File: config.mk
export PLATFORM = sky130hd
export DESIGN_NAME = uart_tx_feeder_flat
export DESIGN_NICKNAME = d
export VERILOG_FILES = /design/src/rtl/uart_tx_feeder_if.sv /design/src/rtl/uart_tx_feeder.sv /design/src/flat_wrapper.sv
export SDC_FILE = /design/constraint.sdc
export NUM_CORES = 1
export LEC_CHECK = 0
export BUFFER_PORTS_ARGS = -buffer_cell sky130_fd_sc_hd__buf_2
export CAP_MARGIN = 5
export CORE_MARGIN = 5
export CORE_UTILIZATION = 60
export DETAILED_ROUTE_END_ITERATION = 16
export GPL_ROUTABILITY_DRIVEN = 0
export PLACE_DENSITY = 0.78
export SLEW_MARGIN = 20
export SYNTH_ARGS = -nofsm -noshare
export SYNTH_HDL_FRONTEND = slang
export SYNTH_SLANG_ARGS = --single-unit
File: constraint.sdc
create_clock -name clk -period 3.35 [get_ports clk]
set_input_delay 0.5025 -clock clk [delete_from_list [all_inputs] [get_ports clk]]
set_output_delay 0.5025 -clock clk [all_outputs]
set_load 0.01 [all_outputs]
File: src/rtl/uart_tx_feeder_if.sv
// Producer/UART-facing signal bundle of uart_tx_feeder.
// master = producer + UART side, slave = the feeder.
interface uart_tx_feeder_if #(
  parameter int ADDR_W = 4
);
  logic              wr_en;
  logic [7:0]        wr_data;
  logic              pause;
  logic              full;
  logic              empty;
  logic [ADDR_W:0]   level;
  logic              overflow;
  logic              busy;
  logic              uart_transmit;
  logic [7:0]        uart_tx_byte;
  logic              uart_is_transmitting;

  modport master (
    output wr_en, wr_data, pause, uart_is_transmitting,
    input  full, empty, level, overflow, busy, uart_transmit, uart_tx_byte
  );

  modport slave (
    input  wr_en, wr_data, pause, uart_is_transmitting,
    output full, empty, level, overflow, busy, uart_transmit, uart_tx_byte
  );
endinterface

File: src/rtl/uart_tx_feeder.sv
// Byte FIFO feeding an 8N2 UART transmitter; launches one byte at a time,
// paced by the UART's is_transmitting flag.
module uart_tx_feeder #(
  parameter int DEPTH  = 16,
  parameter int ADDR_W = 4
) (
  input  logic             clk,
  input  logic             rst,
  uart_tx_feeder_if.slave  bus
);

  typedef enum logic [1:0] {IDLE, LAUNCH, WAIT_DONE} state_e;

  state_e              state_q, state_d;
  logic [7:0]          mem_q [DEPTH];
  logic [ADDR_W-1:0]   wptr_q, wptr_d;
  logic [ADDR_W-1:0]   rptr_q, rptr_d;
  logic [ADDR_W:0]     level_q, level_d;
  logic                full_q, full_d;
  logic                empty_q, empty_d;
  logic                overflow_q, overflow_d;
  logic                busy_q, busy_d;
  logic                transmit_q, transmit_d;
  logic [7:0]          tx_byte_q, tx_byte_d;
  logic                push, pop;

  // NOTE: every signal gets a default at the top of always_comb so no path
  // leaves it unassigned, which would otherwise infer a latch.
  always_comb begin
    state_d    = state_q;
    transmit_d = 1'b0;
    tx_byte_d  = tx_byte_q;
    pop        = 1'b0;
    // Room is judged on the registered full flag; a same-cycle pop does not help.
    push       = bus.wr_en & ~full_q;

    unique case (state_q)
      IDLE: begin
        if (!empty_q && !bus.pause && !bus.uart_is_transmitting) begin
          pop        = 1'b1;
          tx_byte_d  = mem_q[rptr_q];
          transmit_d = 1'b1;
          state_d    = LAUNCH;
        end
      end
      LAUNCH: begin
        if (bus.uart_is_transmitting) state_d = WAIT_DONE;
      end
      WAIT_DONE: begin
        if (!bus.uart_is_transmitting) state_d = IDLE;
      end
      default: state_d = IDLE;
    endcase

    wptr_d     = wptr_q + ADDR_W'(push);
    rptr_d     = rptr_q + ADDR_W'(pop);
    level_d    = level_q + (ADDR_W+1)'(push) - (ADDR_W+1)'(pop);
    full_d     = (level_d == (ADDR_W+1)'(DEPTH));
    empty_d    = (level_d == '0);
    overflow_d = bus.wr_en & full_q;
    busy_d     = (state_d != IDLE) | ~empty_d;
  end

  // NOTE: sequential state uses non-blocking assignments only, so every flop
  // samples the pre-edge value of every other flop.
  always_ff @(posedge clk) begin
    if (!rst) begin
      state_q    <= IDLE;
      wptr_q     <= '0;
      rptr_q     <= '0;
      level_q    <= '0;
      full_q     <= 1'b0;
      empty_q    <= 1'b1;
      overflow_q <= 1'b0;
      busy_q     <= 1'b0;
      transmit_q <= 1'b0;
      tx_byte_q  <= 8'h00;
    end else begin
      state_q    <= state_d;
      wptr_q     <= wptr_d;
      rptr_q     <= rptr_d;
      level_q    <= level_d;
      full_q     <= full_d;
      empty_q    <= empty_d;
      overflow_q <= overflow_d;
      busy_q     <= busy_d;
      transmit_q <= transmit_d;
      tx_byte_q  <= tx_byte_d;
    end
  end

  // NOTE: the storage array is deliberately not reset; pointers and level
  // define which entries are valid, so stale contents are never read.
  always_ff @(posedge clk) begin
    if (rst && push) mem_q[wptr_q] <= bus.wr_data;
  end

  assign bus.full          = full_q;
  assign bus.empty         = empty_q;
  assign bus.level         = level_q;
  assign bus.overflow      = overflow_q;
  assign bus.busy          = busy_q;
  assign bus.uart_transmit = transmit_q;
  assign bus.uart_tx_byte  = tx_byte_q;

endmodule

File: src/flat_wrapper.sv
// flat-port wrapper written by rule: the top's interface ports become plain ports
module uart_tx_feeder_flat 
#(
  parameter int DEPTH  = 16,
  parameter int ADDR_W = 4
)
  (clk, rst, bus_wr_en, bus_wr_data, bus_pause, bus_uart_is_transmitting, bus_full, bus_empty, bus_level, bus_overflow, bus_busy, bus_uart_transmit, bus_uart_tx_byte);
  uart_tx_feeder_if #(.ADDR_W(ADDR_W)) bus_i ();
  input  logic clk;
  input  logic rst;
  input wire logic [$bits(bus_i.wr_en)-1:0] bus_wr_en;
  input wire logic [$bits(bus_i.wr_data)-1:0] bus_wr_data;
  input wire logic [$bits(bus_i.pause)-1:0] bus_pause;
  input wire logic [$bits(bus_i.uart_is_transmitting)-1:0] bus_uart_is_transmitting;
  output wire logic [$bits(bus_i.full)-1:0] bus_full;
  output wire logic [$bits(bus_i.empty)-1:0] bus_empty;
  output wire logic [$bits(bus_i.level)-1:0] bus_level;
  output wire logic [$bits(bus_i.overflow)-1:0] bus_overflow;
  output wire logic [$bits(bus_i.busy)-1:0] bus_busy;
  output wire logic [$bits(bus_i.uart_transmit)-1:0] bus_uart_transmit;
  output wire logic [$bits(bus_i.uart_tx_byte)-1:0] bus_uart_tx_byte;
  assign bus_i.wr_en = bus_wr_en;
  assign bus_i.wr_data = bus_wr_data;
  assign bus_i.pause = bus_pause;
  assign bus_i.uart_is_transmitting = bus_uart_is_transmitting;
  assign bus_full = bus_i.full;
  assign bus_empty = bus_i.empty;
  assign bus_level = bus_i.level;
  assign bus_overflow = bus_i.overflow;
  assign bus_busy = bus_i.busy;
  assign bus_uart_transmit = bus_i.uart_transmit;
  assign bus_uart_tx_byte = bus_i.uart_tx_byte;
  uart_tx_feeder #(.DEPTH(DEPTH), .ADDR_W(ADDR_W)) u_core (.clk(clk), .rst(rst), .bus(bus_i));
endmodule
**Yosys cells after proc, flatten, opt, wreduce, memory -nomap -nowiden**

Memory sizes are Yosys's and may differ from the RTL's. A register that Yosys moved wholly into a read port is not among the register bits.
Cells that the tools add are included.

- Bits in latches: 0
- Register bits after elaboration: 20
- Bits of input ports: 13
- Memory bits (writable): 128
- ROM bits: 0
- Memories kept: 1

- Equality and inequality tests: 3
- $lt $le $gt $ge: 0
- Reduce and logical (&&, ||, !) cells: 11
- Add/subtract/negate cells: 4
- Bitwise gates (word level): 5
- Multipliers: 0
- Div/mod/pow operators: 0
- Muxes and demuxes: 8
- Shift operators: 0

Memories:

| name | depth | bits a word | rd ports | clocked after memory_dff | wr ports | line | RTL |
|---|---|---|---|---|---|---|---|
| u_core.mem_q | 16 | 8 | 1 | 1 | 1 | uart_tx_feeder.sv:15 | `logic [7:0] mem_q [DEPTH];` |

Operators with widths:

| cell | number |
|---|---|
| $add 4x1->4 | 2 |
| $mux 2 | 3 |
| $pmux 2 s3 | 1 |
| $add 5x1->5 | 1 |
| $eq 5x5->1 const B | 1 |
| $logic_not 5->1 | 1 |
| $sub 5x1->5 | 1 |
| $logic_not 1->1 | 4 |
| $mux 1 | 4 |
| $logic_and 1x1->1 | 3 |
| $and 1x1->1 | 2 |
| $eq 2x1->1 const B | 1 |
| $eq 2x2->1 const B | 1 |
| $logic_not 2->1 | 1 |
| $not 1->1 | 2 |
| $reduce_and 2->1 | 1 |
| $reduce_bool 2->1 | 1 |
| $or 1x1->1 | 1 |

**Logic depth before layout (Yosys ltp)**

Gate-level depths: netlist (run 1).

- Depth in word-level cells: 9
- Depth in mapped cells: 13
- Mapped depth without buffers: 12

**Least setup slack after synthesis (run 1)**

OpenSTA, ideal clock, no wires.

- Path type: input to register
- Start point: input bus_uart_is_transmitting
- End point: register u_core.busy_q, in the netlist u_core.bus.busy
- Stages on the path: 12
- Setup slack: 414 ps
- Library setup time: 125 ps
- Arrival: 2811 ps
- Required time: 3225 ps
- Cell sequence: nor4_2 nand2b_1 buf_6 clkinv_2 ha_1 inv_1 ha_1 inv_1 fa_1 xnor2_1 or3b_1 o41a_1

- Longest elaborated chain between the ends: 8
- Elaborated cells between the ends (all ways): 13
- Classes of those cells: add/sub (1); mux (6); bitwise (2); reduce/logical (4)

RTL lines:

| element | line | RTL |
|---|---|---|
| start, declared | flat_wrapper.sv:14 | `input wire logic [$bits(bus_i.uart_is_transmitting)-1:0] bus_uart_is_transmitting;` |
| $logic_not 1->1 | uart_tx_feeder.sv:39 | `if (!empty_q && !bus.pause && !bus.uart_is_transmitting) begin` |
| $logic_and 1x1->1 | uart_tx_feeder.sv:39 |  |
| $mux 1 | uart_tx_feeder.sv:39 |  |
| $mux 1 | uart_tx_feeder.sv:37 | `unique case (state_q)` |
| net u_core.pop | uart_tx_feeder.sv:25 | `logic push, pop;` |
| $sub 5x1->5 | uart_tx_feeder.sv:57 | `level_d = level_q + (ADDR_W+1)'(push) - (ADDR_W+1)'(pop);` |
| $logic_not 5->1 | uart_tx_feeder.sv:59 | `empty_d = (level_d == '0);` |
| $not 1->1 | uart_tx_feeder.sv:61 | `busy_d = (state_d != IDLE) \| ~empty_d;` |
| $or 1x1->1 | uart_tx_feeder.sv:61 |  |
| end signal, assigned | uart_tx_feeder.sv:86 | `busy_q <= busy_d;` |
| end, declared | uart_tx_feeder.sv:22 | `logic busy_q, busy_d;` |

The timed path passes the listed nets, and every way through them passes these cells.
A chain may end at the register's enable or synchronous reset.

**Worst setup path in the final report (run 1)**

- Start point: register u_core.state_q[1]
- End point: register u_core.busy_q, in the netlist u_core.bus.busy

- Longest elaborated chain between the ends: 6
- Elaborated cells between the ends (all ways): 13
- Classes of those cells: add/sub (1); eq/ne (2); mux (5); bitwise (2); reduce/logical (3)

RTL lines:

| element | line | RTL |
|---|---|---|
| start, declared | uart_tx_feeder.sv:14 | `state_e state_q, state_d;` |
| start signal, assigned | uart_tx_feeder.sv:79 | `state_q <= state_d;` |
| $logic_not 2->1 | uart_tx_feeder.sv:37 |  |
| $mux 1 | uart_tx_feeder.sv:37 |  |
| net u_core.pop | uart_tx_feeder.sv:25 |  |
| $sub 5x1->5 | uart_tx_feeder.sv:57 |  |
| $logic_not 5->1 | uart_tx_feeder.sv:59 |  |
| $not 1->1 | uart_tx_feeder.sv:61 |  |
| $or 1x1->1 | uart_tx_feeder.sv:61 |  |

The timed path passes the listed nets, and every way through them passes these cells.

==> flow_metrics.py, run 1 <==
metrics = {
    "status": {
        "status": "completed",
    },
    "worst_setup_path": {
        "critPathMaxFanout": 5,
        "crit_path_end_kind": "flip-flop",
        "crit_arrival_ns": 3.27,
        "required_ns": 3.76,
        "startpoint_type": "flip-flop",
        "path_class": "flip-flop to flip-flop",
    },
    "yosys": {
        "async_flop_share_pct": 0,
        "synthTopCellsByArea": "edfxtp_1 (61%), dfxtp_1 (8.9%), mux4_2 (7.2%)",
        "synth_top_area_cell": "edfxtp_1",
        "syn_nets": 351,
        "syn_area_um2": 6270,
        "yosysWarnings": 0,
        "ys_types": 42,
        "synth_edf_count": 128,
        "synth.avg_cell_area_um2": 19.1,
        "yosys_most_used_dff": "edfxtp_1",
        "ys_ff_latch": 156,
        "synth_top_area_share_pct": 61.3,
        "yosysSeqAreaShare_pct": 70.3,
        "synthCells": 329,
    },
    "power_and_ir_drop": {
        "finalPower_mw": 4.65,
        "peakVddDrop_mv": 0.647,
        "p_leak_nw": 2.42,
        "p_per_area_nw_per_um2": 657,
    },
    "timing": {
        "worst_hold_slack_ns": 0.218,
        "grt_setup_unrepaired": "false",
        "fmax_ghz": 0.350,
        "fin_worst_skew_ns": 0.00946,
        "tns_ns": 0,
        "min_period_ns": 2.86,
        "layout_setup_ws_ns": 0.492,
        "tightest_slew_ns": 0.912,
        "drv_slew": 0,
        "slew_headroom_pct": 39.0,
        "hold_viol": 0,
        "setup_violations": 0,
        "fin_crit_sh_pct": 85.3,
    },
    "clocking": {
        "cts_hold_buf": 0,
        "htreeDepth": 4,
        "clockBufferDepth": 2,
        "cts_setup_buffers": 0,
        "path_clk_slew_ns": 0.07,
        "clk_latency_ns": 0.52,
        "cts_tree": "yes",
        "cts_buffers": 17,
        "clockRootBuffer": "clkbuf_8",
        "ctsResizeCount": 0,
        "cts_sinks": 156,
    },
    "grt": {
        "grt_pass1_wl_um": 18000,
        "gr-total-overflow": 0,
        "grt_pass1_vias": 3210,
        "grt_usage_pct": 19.4,
        "grt_antenna_before_repair": 0,
        "grt_max_degree": 35,
    },
    "placement": {
        "portBuffers": 30,
        "post-dp-hpwl_um": 6970,
        "pre_cts_ws_ns": 0.190,
    },
    "floorplan": {
        "row_count": 37,
        "die_w_um": 112,
        "ioPinCount": 31,
        "initial_core_util_pct": 61.0,
        "die_h_um": 112,
        "die_area_um2": 12600,
        "core_area_um2": 10300,
    },
    "route": {
        "vias_per_cell": 5.98,
        "routed_wl_um": 11300,
        "vias": 3159,
        "first_pass_iters": 4,
        "wl_per_cell_um": 21.4,
        "post-route-drc-count": 0,
        "antenna_left": 0,
        "dr.first_iter.drc_count": 261,
    },
    "cells_and_area": {
        "diodes": 0,
        "drive_gt1_share_pct": 25.8,
        "layout_common_cells": "edfxtp_1 (128), buf_2 (30), dfxtp_1 (27), mux4_2 (20)",
        "area_growth_pct": 12.8,
        "layout_commonest_cell": "edfxtp_1",
        "num-nets-final": 401,
    },
    "flow_run": {
        "drv_cap": 0,
    },
    "worst_hold_path": {
        "hold_path.class": "input port to flip-flop",
    },
}
[power by group]
part | leakage (nW) | internal, mW | total (mW) | switching (mW)
clock network | 0.258 | 0.984 | 1.72 | 0.739
logic | 0.779 | 0.307 | 0.662 | 0.355
registers | 1.38 | 2.19 | 2.26 | 0.0728
[logic make-up after synthesis]
group	Yosys count	synth area share, %
adder cells (fa/ha/maj)	9	1.92
multiplexers	48	14.8
AND/OR/NAND/NOR	68	6.43
buffers and inverters	24	3.45
XOR/XNOR	10	1.40
AO/OA/AOI/OAI	14	1.78
flip-flops	156	70.3
[state kept, by name (all words and copies together), names as in the netlist]
| name | count |
|---|---|
| u_core.mem_q | 128 |
| u_core.bus.uart_tx_byte | 8 |
| u_core.bus.level | 5 |
| u_core.rptr_q | 4 |
| u_core.wptr_q | 4 |
| u_core.state_q | 2 |
| u_core.bus.busy | 1 |
| u_core.bus.empty | 1 |
| u_core.bus.full | 1 |
| u_core.bus.overflow | 1 |
| u_core.bus.uart_transmit | 1 |
[routing by layer]
metal,vias to the layer above,GRT usage (%),wire length (um)
li1,1419,-,-
met1,1615,25.8,4710
met4,0,7.85,271
met3,21,4.15,674
met5,-,0,0
met2,104,31.5,5630
[worst max-delay path: stages (launching register included)]
cell and delay, ns:
dfxtp_1 0.36, nor4_2 0.31, nand2b_1 0.13, clkinv_2 0.11, ha_1 0.23, inv_1 0.06, ha_1 0.16, inv_1 0.06
fa_1 0.38, xnor2_1 0.15, or3b_1 0.40, o41a_1 0.38
[final timing paths]
kind	from	endpoint	slack (ns)	cells past startpoint
hold / removal	bus_uart_is_transmitting	u_core.state_q[0]	0.22	2
hold reg to reg	u_core.bus.uart_tx_byte[2]	u_core.bus.uart_tx_byte[2]	0.50	2
setup reg to reg	u_core.state_q[1]	u_core.bus.busy	0.49	11
setup / recovery	u_core.state_q[1]	u_core.bus.busy	0.49	11
[cell type report]
class	instances	area, um2
fillers	687	3200
repair buffers	47	278
clock inverters	14	123
multi-input cells	149	1650
clock buffers	18	418
well taps	136	170
inverters	8	31.3
flip-flops and latches	156	4410
[through the flow]
stage | cells | instance area, um2 | util [%]
after floorplan | 329 | 6270 | -
after global placement | 496 | 6530 | 63.6
after detailed placement | 496 | 6530 | 63.6
after CTS | 528 | 7070 | 68.8
after global routing | 528 | 7070 | 68.8
final | 528 | 7070 | 68.8
[cell usage after synthesis (4+ instances only)]
library cell / count
buf_6: 5
dfxtp_1: 28
mux4_1: 12
nor3_1: 5
nand3_1: 9
edfxtp_1: 128
o221ai_1: 8
xor2_1: 4
xnor2_1: 6
ha_1: 8
and2_1: 14
nor2_1: 17
mux2i_1: 16
inv_1: 7
nand2b_1: 4
mux4_2: 20
(Power assumes the default switching activity.)
==> run 2, diff against run 1 <==
Settings changed: PLACE_DENSITY 0.78 to default, PLACE_DENSITY_LB_ADDON from default to 0.25.
==> run 2 against run 1 <==
First-iteration DRC count fell by 24%; flip-flop and latch count is the same; critical endpoint unchanged; via count decreased by 3.0%; count of clock-buffer cells in the layout is 1 higher; design area increased by 0.42%; critical path type unchanged; largest power group unchanged.
==> flow_metrics.py, run 2 (synthesis results as in run 1) <==
metrics = {
    "grt": {
        "grt_max_degree": 36,
        "grt_usage_pct": 19.4,
        "gr-total-overflow": 0,
        "grt_pass1_vias": 3150,
        "grt_pass1_wl_um": 17700,
        "grt_antenna_before_repair": 0,
    },
    "floorplan": {
        "ioPinCount": 31,
        "die_w_um": 112,
        "die_area_um2": 12600,
        "core_area_um2": 10300,
        "initial_core_util_pct": 61.0,
        "row_count": 37,
        "die_h_um": 112,
    },
    "cells_and_area": {
        "regMostFlops": "u_core.mem_q",
        "largest_reg_flops": 128,
        "regArea_um2": 4410,
        "diodes": 0,
        "drive_gt1_share_pct": 25.6,
        "fillers": 666,
        "stdcell_count": 526,
        "layout_commonest_cell": "edfxtp_1",
        "num-nets-final": 399,
        "area_growth_pct": 13.3,
        "multiInputGateArea_um2": 1650,
        "layout_common_cells": "edfxtp_1 (128), buf_2 (30), dfxtp_1 (27), mux4_2 (20), nor2_1 (17)",
    },
    "flow_run": {
        "drv_cap": 0,
    },
    "clocking": {
        "clockBufferDepth": 2,
        "ctsResizeCount": 0,
        "htreeDepth": 4,
        "cts_setup_buffers": 0,
        "cts_buffers": 17,
        "path_clk_slew_ns": 0.06,
        "cts_tree": "yes",
        "clk_latency_ns": 0.52,
        "cts_sinks": 156,
        "cts_hold_buf": 0,
        "clockRootBuffer": "clkbuf_8",
    },
    "power_and_ir_drop": {
        "p_leak_nw": 2.43,
        "peakVddDrop_mv": 0.482,
        "p_per_area_nw_per_um2": 675,
        "finalPower_mw": 4.79,
    },
    "timing": {
        "setup_violations": 0,
        "drv_slew": 0,
        "grt_setup_unrepaired": "false",
        "layout_setup_ws_ns": 0.536,
        "tightest_slew_ns": 0.930,
        "fin_worst_skew_ns": 0.00753,
        "hold_viol": 0,
        "slew_headroom_pct": 37.8,
        "fin_crit_sh_pct": 84.0,
        "fmax_ghz": 0.355,
        "tns_ns": 0,
        "min_period_ns": 2.81,
    },
    "placement": {
        "post-dp-hpwl_um": 6830,
        "portBuffers": 30,
        "dp.cells": 494,
        "pre_cts_ws_ns": 0.237,
    },
    "route": {
        "first_pass_iters": 4,
        "wl_per_cell_um": 21.8,
        "top_layer": "met4",
        "vias": 3063,
        "wl_met2_um": 6180,
        "post-route-drc-count": 0,
        "wl_met1_um": 4480,
        "vias_per_cell": 5.82,
        "dr.first_iter.drc_count": 199,
        "dr_wl_met3_um": 689,
        "antenna_left": 0,
        "routed_wl_um": 11500,
    },
    "worst_setup_path": {
        "crit_path_max_incr_delay_ns": 0.39,
        "crit_chain": "nor4_2 -> nand2b_1 -> clkinv_2 -> ha_1 -> inv_1 -> ha_1 -> inv_1 -> fa_1 -> xnor2_1 -> or3b_1 -> o41a_1",
        "path_class": "flip-flop to flip-flop",
        "startpoint_type": "flip-flop",
        "critPathMaxFanout": 5,
        "cp_slowest_cell": "fa_1",
        "required_ns": 3.75,
        "crit_path_end_kind": "flip-flop",
        "crit_arrival_ns": 3.21,
    },
    "worst_hold_path": {
        "hold_path.class": "input port to flip-flop",
    },
    "status": {
        "status": "completed",
    },
}
==> run 2: cell types whose count changed in the layout (fill, tap and decap cells not counted) <==
cell,previous run,this run
buf_4,17,15
clkinv_4,5,3
clkinv_2,2,3
clkinvlp_4,2,1
clkbuf_1,1,2
clkinv_1,3,1
inv_6,2,3
bufinv_16,1,3
==> run 2: layer usage <==
layer,track usage [%],vias up
met5,0,-
met4,6.73,0
met3,5.07,11
met2,32.4,95
met1,24.7,1543
li1,-,1414
==> run 2: power breakdown <==
part | internal (mW) | switching (mW) | leakage, nW
combinational | 0.306 | 0.355 | 0.768
sequential | 2.19 | 0.0624 | 1.38
clock | 1.14 | 0.737 | 0.285
==> run 2: area by class of cell <==
| type | count | share of cell area, % |
|---|---|---|
| sequential | 156 | 62.0 |
| multi-input combinational | 149 | 23.2 |
| clock buffer | 19 | 5.94 |
| timing repair buffer | 45 | 3.70 |
| tap | 136 | 2.40 |
| clock inverter | 13 | 2.31 |
| inverter | 8 | 0.440 |
==> run 2: stage by stage <==
stage          area [um2]  hold slack (ns)  util (%)
2_1_floorplan        6270            0.494         -
5_1_grt              7100            0.203      69.1
6_report             7100            0.220      69.1
4_1_cts              7100            0.191      69.1
3_3_place_gp         6520            0.481      63.4
3_5_place_dp         6520            0.485      63.4
==> run 2: worst paths after layout <==
check	depth (start not counted)	slack, ns	endpoint	from
min	2	0.22	u_core.state_q[0]	bus_uart_is_transmitting
max reg2reg	11	0.54	u_core.bus.busy	u_core.state_q[1]
min reg2reg	1	0.50	u_core.bus.overflow	u_core.bus.full
max	11	0.54	u_core.bus.busy	u_core.state_q[1]
==> run 2: worst max-delay path: cells and delay by family, from the launching register on <==
family	cells	cell delay [ns]
xor+xnor	1	0.15
compound gates	1	0.37
flops	1	0.36
buf+inv	3	0.23
simple gates	3	0.82
fa+ha+maj	3	0.78
